$ cat src/rtl/pl_mem_pkg.sv
// Shared encodings for the IF/MEM memory arbiter: FSM states, access owner,
// and the full-word byte-enable used for instruction fetches.
package pl_mem_pkg;

  localparam logic [1:0] S_IDLE  = 2'd0;
  localparam logic [1:0] S_ISSUE = 2'd1;
  localparam logic [1:0] S_WAIT  = 2'd2;
  localparam logic [1:0] S_DONE  = 2'd3;

  localparam logic [1:0] OWN_NONE = 2'd0;
  localparam logic [1:0] OWN_IF   = 2'd1;
  localparam logic [1:0] OWN_DM   = 2'd2;

  localparam logic [3:0] BE_WORD = 4'hF;

endpackage

$ cat src/rtl/pl_mem_arbiter.sv
// Arbitrates one fixed-latency single-ported memory between instruction fetch
// and load/store. DM has priority; a burst guard keeps IF from starving.
module pl_mem_arbiter
  import pl_mem_pkg::*;
#(
  parameter int AW           = 32,
  parameter int MEM_LAT      = 2,
  parameter int MAX_DM_BURST = 4
) (
  input  logic          clk,
  input  logic          rstn,
  input  logic          if_req,
  input  logic [AW-1:0] if_addr,
  input  logic          if_flush,
  output logic [31:0]   if_rdata,
  output logic          if_ready,
  input  logic          dm_req,
  input  logic          dm_we,
  input  logic [3:0]    dm_be,
  input  logic [AW-1:0] dm_addr,
  input  logic [31:0]   dm_wdata,
  output logic [31:0]   dm_rdata,
  output logic          dm_ready,
  output logic          mem_en,
  output logic          mem_we,
  output logic [3:0]    mem_be,
  output logic [AW-1:0] mem_addr,
  output logic [31:0]   mem_wdata,
  input  logic [31:0]   mem_rdata
);

  localparam int LW = (MEM_LAT > 1) ? $clog2(MEM_LAT) : 1;
  localparam int BW = $clog2(MAX_DM_BURST + 1);
  localparam logic [LW-1:0] LAT_LAST  = LW'(MEM_LAT - 1);
  localparam logic [BW-1:0] BURST_MAX = BW'(MAX_DM_BURST);

  logic [1:0]    state;
  logic [1:0]    owner;
  logic          drop;
  logic [LW-1:0] lat_cnt;
  logic [BW-1:0] burst;

  logic guard, grant_dm, grant_if, flush_own;

  always_comb begin
    guard     = if_req && (burst == BURST_MAX);
    grant_dm  = dm_req && !guard;
    grant_if  = !grant_dm && if_req && !if_flush;
    flush_own = if_flush && (owner == OWN_IF);
  end

  // The latched request lives directly in the registered mem_* outputs.
  always_ff @(posedge clk) begin
    if (rstn) begin
      state     <= S_IDLE;
      owner     <= OWN_NONE;
      drop      <= 1'b0;
      lat_cnt   <= '0;
      burst     <= '0;
      if_rdata  <= '0;
      if_ready  <= 1'b0;
      dm_rdata  <= '0;
      dm_ready  <= 1'b0;
      mem_en    <= 1'b0;
      mem_we    <= 1'b0;
      mem_be    <= '0;
      mem_addr  <= '0;
      mem_wdata <= '0;
    end else begin
      mem_en   <= 1'b0;
      if_ready <= 1'b0;
      dm_ready <= 1'b0;
      case (state)
        S_IDLE: begin
          drop <= 1'b0;
          if (grant_dm) begin
            state     <= S_ISSUE;
            owner     <= OWN_DM;
            mem_en    <= 1'b1;
            mem_we    <= dm_we;
            mem_be    <= dm_be;
            mem_addr  <= {dm_addr[AW-1:2], 2'b00};
            mem_wdata <= dm_wdata;
            if (!if_req)
              burst <= '0;
            else if (burst != BURST_MAX)
              burst <= burst + BW'(1);
          end else if (grant_if) begin
            state     <= S_ISSUE;
            owner     <= OWN_IF;
            mem_en    <= 1'b1;
            mem_we    <= 1'b0;
            mem_be    <= BE_WORD;
            mem_addr  <= {if_addr[AW-1:2], 2'b00};
            mem_wdata <= '0;
            burst     <= '0;
          end else if (!if_req) begin
            burst <= '0;
          end
        end
        S_ISSUE: begin
          state   <= S_WAIT;
          lat_cnt <= '0;
          if (flush_own) drop <= 1'b1;
        end
        S_WAIT: begin
          if (flush_own) drop <= 1'b1;
          if (lat_cnt == LAT_LAST) begin
            state <= S_DONE;
            // A redirect landing on the capture cycle must also kill the fetch.
            if (owner == OWN_DM) begin
              dm_rdata <= mem_we ? 32'h0 : mem_rdata;
              dm_ready <= 1'b1;
            end else if (!(drop || flush_own)) begin
              if_rdata <= mem_rdata;
              if_ready <= 1'b1;
            end
          end else begin
            lat_cnt <= lat_cnt + LW'(1);
          end
        end
        S_DONE: begin
          state <= S_IDLE;
          owner <= OWN_NONE;
          drop  <= 1'b0;
        end
        default: state <= S_IDLE;
      endcase
    end
  end

endmodule

$ cat config.mk
export PLATFORM = sky130hd
export DESIGN_NAME = pl_mem_arbiter
export DESIGN_NICKNAME = d
export VERILOG_FILES = /design/src/rtl/pl_mem_pkg.sv /design/src/rtl/pl_mem_arbiter.sv
export SDC_FILE = /design/constraint.sdc
export NUM_CORES = 1
export LEC_CHECK = 0
export ABC_AREA = 0
export CAP_MARGIN = 25
export CORE_MARGIN = 8
export CORE_UTILIZATION = 40
export CTS_CLUSTER_SIZE = 40
export DETAILED_ROUTE_END_ITERATION = 8
export PLACE_DENSITY = 0.83
export RECOVER_POWER = 25
export SYNTH_ARGS = -nofsm -noshare
export SYNTH_HDL_FRONTEND = slang
export SYNTH_SLANG_ARGS = --single-unit
export TNS_END_PERCENT = 10
$ cat constraint.sdc
create_clock -name clk -period 2.2 [get_ports clk]
set_clock_uncertainty 0.2 [all_clocks]
set_input_delay 0.55 -clock clk [delete_from_list [all_inputs] [get_ports clk]]
set_output_delay 0.55 -clock clk [all_outputs]
set_load 0.1 [all_outputs]
# Word level (Yosys, flattened, before mapping)
# Index checks and enable logic that the tools add are counted.
totals:
  ff_bits: 145
  elab_cells: 85
  latchBits: 0
  inputBits: 138
  rom_bits: 0
  mem_count: 0
  mem_bits_rw: 0
classes:
  n_reduce_logical: 24
  addsub: 2
  order_cmp: 0
  n_eq_ne: 12
  muxes: 28
  bitwise: 5
  multipliers: 0
  n_div: 0
  shift: 0
ops:
  columns: ["op", "count"]
  rows:
  - ["32-bit two-way mux", 5]
  - ["3-bit two-way mux", 5]
  - ["1-bit two-way mux", 8]
  - ["2-bit two-way mux", 4]
  - ["4-bit two-way mux", 2]
  - ["2-bit case mux with 4 select lines", 1]
  - ["2-bit equality test (second input constant)", 3]
  - ["3-bit != test (second input constant)", 2]
  - ["2-bit AND reduction", 3]
  - ["3-bit AND reduction", 2]
  - ["2-bit nonzero test", 3]
  - ["2-bit OR reduction", 3]
  - ["1-bit logical AND", 5]
  - ["1-bit inverter", 5]
  - ["2-bit by 1-bit equality test with 1-bit output (second input constant)", 2]
  - ["1-bit case mux with 2 select lines", 2]
  - ["2-bit case mux with 2 select lines", 1]
  - ["4-bit AND reduction", 1]
  - ["4-bit OR reduction", 1]
  - ["3-bit by 1-bit adder with 3-bit output (second input constant)", 1]
  - ["3-bit equality test (second input constant)", 1]
  - ["1-bit zero test", 3]
  - ["3-bit by 1-bit != test with 1-bit output (second input constant)", 1]
  - ["3-bit by 2-bit != test with 1-bit output (second input constant)", 1]
  - ["6 further kinds", 6]

# Longest topological paths before layout
logic_depth:
  word_depth: 10
  mapped_depth: 8
  ltp_nobuf: 6

# Worst setup path before layout
# OpenSTA, ideal clock, no wires.
synth_timing:
  kind: "input to register"
  start: "input if_flush"
  end: "register if_rdata[0]"
  cell_stages: 6
  slack_ns: 0.230
  required_ns: 1.868
  setup_time_ns: 0.132
  arrival_ns: 1.638
  cell_sequence: "and3b_1 -> or4_1 -> buf_2 -> buf_6 -> nand2_1 -> a21oi_1"
synth_via:
  elab_chain_len: 4
synth_rtl:
  columns: ["item", "line_no", "source"]
  rows:
  - ["start, declared", "pl_mem_arbiter.sv:14", "input logic if_flush,"]
  - ["1-bit logical AND", "pl_mem_arbiter.sv:49", "flush_own = if_flush && (owner == OWN_IF);"]
  - ["1-bit logical OR", "pl_mem_arbiter.sv:114", "end else if (!(drop || flush_own)) begin"]
  - ["1-bit inverter (no line)", null, null]
  - ["4-bit AND reduction (no line)", null, null]
  - ["end signal, assigned", "pl_mem_arbiter.sv:115", "if_rdata <= mem_rdata;"]
  - ["end, declared", "pl_mem_arbiter.sv:15", "output logic [31:0] if_rdata,"]
# Every way passes these cells.
# A chain may end at the register's enable or synchronous reset.

# Final worst setup path
layout_timing:
  start: "register state[0]"
  end: "register mem_wdata[28]"
layout_via:
  elab_chain_len: 2
layout_rtl:
  columns: ["item", "line_no", "source"]
  rows:
  - ["start, declared", "pl_mem_arbiter.sv:37", "logic [1:0] state;"]
  - ["start signal, assigned", "pl_mem_arbiter.sv:55", "state <= S_IDLE;"]
  - ["start signal, assigned", "pl_mem_arbiter.sv:77", "state <= S_ISSUE;"]
  - ["start signal, assigned", "pl_mem_arbiter.sv:89", "state <= S_ISSUE;"]
  - ["2-bit zero test", "pl_mem_arbiter.sv:73", "case (state)"]
  - ["2-bit AND reduction (no line)", null, null]
  - ["end signal, assigned", "pl_mem_arbiter.sv:83", "mem_wdata <= dm_wdata;"]
  - ["end, declared", "pl_mem_arbiter.sv:28", "output logic [31:0] mem_wdata,"]
# Every way passes these cells.

==> results.txt <==
- Result of the run: finished, final reports clean
* Biggest area contributors in the synthesized netlist: sky130_fd_sc_hd__dfxtp_1 53%, sky130_fd_sc_hd__nand2_1 7.3%, sky130_fd_sc_hd__a21oi_1 6.4%
- Wires add up to 21,800 um.
- Hold is met by approximately 210 ps.
- After detailed routing, the number of remaining DRC violations is 0.
* CP Data Arrival Time: between 2000 and 2500 ps
- The worst setup path is launched from a flop.
- After filler insertion, the fill cell instance count of the layout stands at ~900.
* Highest-count cells in the layout ignoring fill and taps: 143 x sky130_fd_sc_hd__dfxtp_1, 131 x sky130_fd_sc_hd__clkdlybuf4s50_1, 105 x sky130_fd_sc_hd__nand2_1
- Dividing the detail-routed wire length by the instance count gives a little over 20 um.
- The mapped netlist covers 5420 um^2.
- Post-route design area: 9360 um^2
- The final layout contains slightly above 1,000 nets.
- Global routing used 24.2% of the available tracks.
- The first TritonRoute pass finished after 7 iterations.
* Path type of the worst min-delay path: input pin to flop
- Pwr Density: about 1100 nW/um^2
* Horiz. Die Dim: approximately 130 um
- Worst hold stages: 2
- Maximum frequency from static timing analysis: slightly below 0.5 GHz
- The detailed router finished its first iteration with between 300 and 400 violations.
- Reg2Reg Depth: 7
- Worst-path fanout max: 25
- For this run, the register share of the synthesized area comes to between 50% and 60%.
* Cts bufs inserted: 17
- The final number of hold-violating endpoints came to 0.
- Placed Instance Area: about 9800 um^2
* Area share of the largest cell type after synthesis: a little over half
- Dividing the final minimum period by the clock period gives 92.7%.
- At the end of routability-driven placement, the weighted congestion stood at roughly 0.8.
- Max-cap violations in this run came to 0.
* Buffer levels on the longest clock path: 2
* Commonest non-fill, non-tap cell in the layout: sky130_fd_sc_hd__dfxtp_1
- Crit path kind: flop to flop
- The worst setup path is captured at a flop.
* Leakage power summed over all cells: 3.66 nW
* Worst vdd ir: about 0.85 mV
* Clock tree from TritonCTS: done
- Most area-hungry cell type in the Yosys netlist: sky130_fd_sc_hd__dfxtp_1
- Number of buffers added on ports: ~270
- Chip height: around 130 um
* Global-route wire length before repair: between 30,000 and 40,000 um
- In this run the remaining antenna-violating nets after routing total 0.
- Buffers inserted to repair hold after CTS numbered 0.
- The floorplan has 42 rows.
- Each instance of the synthesized netlist takes up on average slightly below 9 um^2.
* Total number of vias: just under 6,000
- Total Die Area: 17,500 um^2
- The number of antenna violations at the first check in global routing is 0.
* Unrepaired setup endpoints after global routing: no
- The tree is rooted in a sky130_fd_sc_hd__clkbuf_16.
* Count of flip-flops with a built-in enable after synthesis: 0
- Placeable core region: 13,200 um^2
- For this run, the number of standard cells in the final layout without fillers is around 1,100.
- Synthesized netlist cell count: slightly above 600
- Slew @ Worst Pin: ~600 ps
* Final setup fails: 0
- Clock-pin slew was measured on the worst setup and hold paths at approximately 60 ps.
* Number of placed instances with taps included: roughly 1,000
- H-tree level count: 4
- From synthesis to final layout, the design area changed by 72.9%.
- The worst path in the final design needs a cycle of just over 2000 ps, including I/O delays and setup.
- The worst pin sits at a relative slew slack of 60.4%.
- Diodes inserted: 0
- After global routing the overflow that remains totals 0.
- STA puts the critical path data required time at roughly 2300 ps.
- Pin placement for this block handled 274 I/O pins.
- Final Slew Violations: 0
- Via count of the first global-routing pass: between 5,000 and 6,000
* Netlist cell types: 36
* Initial core utilization: between 40% and 50%
* Number of buffers inserted by post-CTS setup repair: 0
- In the synthesized netlist the async set-or-reset flop fraction comes to 0%.
- Flop and latch count out of synthesis: about 140
- Largest net degree at the start of global routing: 44
* Clk Latency, worst-skew pair: just over 400 ps
* Number of clock sinks seen by CTS: between 100 and 150
* Share of final-layout standard cells stronger than drive strength 1: a little under a quarter
- For this run, the leading register cell type out of synthesis is sky130_fd_sc_hd__dfxtp_1.
- Post-DR vias/cell: between 5 and 6
- YS warnings: 0
- Half-perimeter wire length after placement: 15,800 um
==> synth_stat cells (all sizes together), types with 2 or more instances <==
master / n
ha: 5
nand3b: 2
a21oi: 69
a22o: 32
o2bb2ai: 2
dfxtp: 143
nor2b: 3
a31oi: 2
buf: 22
nand3: 4
inv: 7
clkbuf: 36
nor3: 61
nor2: 38
o221a: 5
nand2: 105
nor4: 32
mux2i: 2
o211ai: 35
==> worst paths after layout <==
check | from | end | slack, ps
max | state[0] | mem_wdata[28] | 160
min | rstn | mem_en | 210
max reg2reg | state[0] | mem_wdata[28] | 160
min reg2reg | if_rdata[0] | if_rdata[0] | 260
==> power by group <==
group	switching (W)	total [W]	internal (W)
combinational	0.00310	0.00435	0.00126
sequential	0.000234	0.00313	0.00290
clock	0.00107	0.00289	0.00182
total	0.00440	0.0104	0.00598
==> state kept, by name, summed over array words and instances (netlist names), 2 cells and up <==
register	cells
burst	3
dm_rdata	32
if_rdata	32
mem_addr	30
mem_be	4
mem_wdata	32
owner	2
state	2
==> cells by family after synthesis <==
kind of cell               after synthesis  share of synthesized area, %
and+or+nand+nor                        250                          21.1
AOI/OAI and AO/OA                      151                          19.0
DFF                                    143                          52.9
buffers and inverters                   66                          5.47
adders and majority gates                5                          1.16
muxes                                    2                         0.370
other                                    1                        0.0692
==> worst max-delay path, stage by stage (launching register included) <==
cell and delay, ps:
sky130_fd_sc_hd__dfxtp_1 370, sky130_fd_sc_hd__inv_1 90, sky130_fd_sc_hd__ha_1 280, sky130_fd_sc_hd__buf_4 180
sky130_fd_sc_hd__nand2_1 160, sky130_fd_sc_hd__buf_4 330, sky130_fd_sc_hd__o211ai_1 170, sky130_fd_sc_hd__a21oi_1 160
==> per-layer routing <==
metal	up-vias	track usage [%]	wire, um
met4	0	7.26	515
li1	2722	-	-
met3	32	9.45	1930
met2	255	42.4	10900
met1	2779	26.4	8410
met5	-	0	0
==> repair_timing <==
action,4_1_cts,5_1_grt
gates resized for setup,0,1
setup endpoints to repair,0,1
hold endpoints to repair,0,0
==> final cells by class <==
type / count / area (um^2) / share of cell area (%)
Inverter: 8 / 30.0 / 0.321
Timing Repair Buffer: 298 / 3380 / 36.1
Sequential cell: 143 / 2860 / 30.6
Multi-Input combinational cell: 410 / 2290 / 24.4
Clock buffer: 27 / 513 / 5.48
Clock inverter: 4 / 73.8 / 0.788
Tap cell: 176 / 220 / 2.35
==> metrics by stage <==
stage	util [%]	total power, W	setup TNS, ps	worst slack, ps
after floorplan	-	0.00606	0	230
after global placement	73.8	0.00802	-14580	-303
after detailed placement	73.8	0.00809	-16080	-371
after CTS	78.2	0.0110	0	29.5
after global routing	70.7	0.0108	0	43.5
final	70.7	0.0104	0	161
No activity file was read; power rests on OpenSTA's default activity.
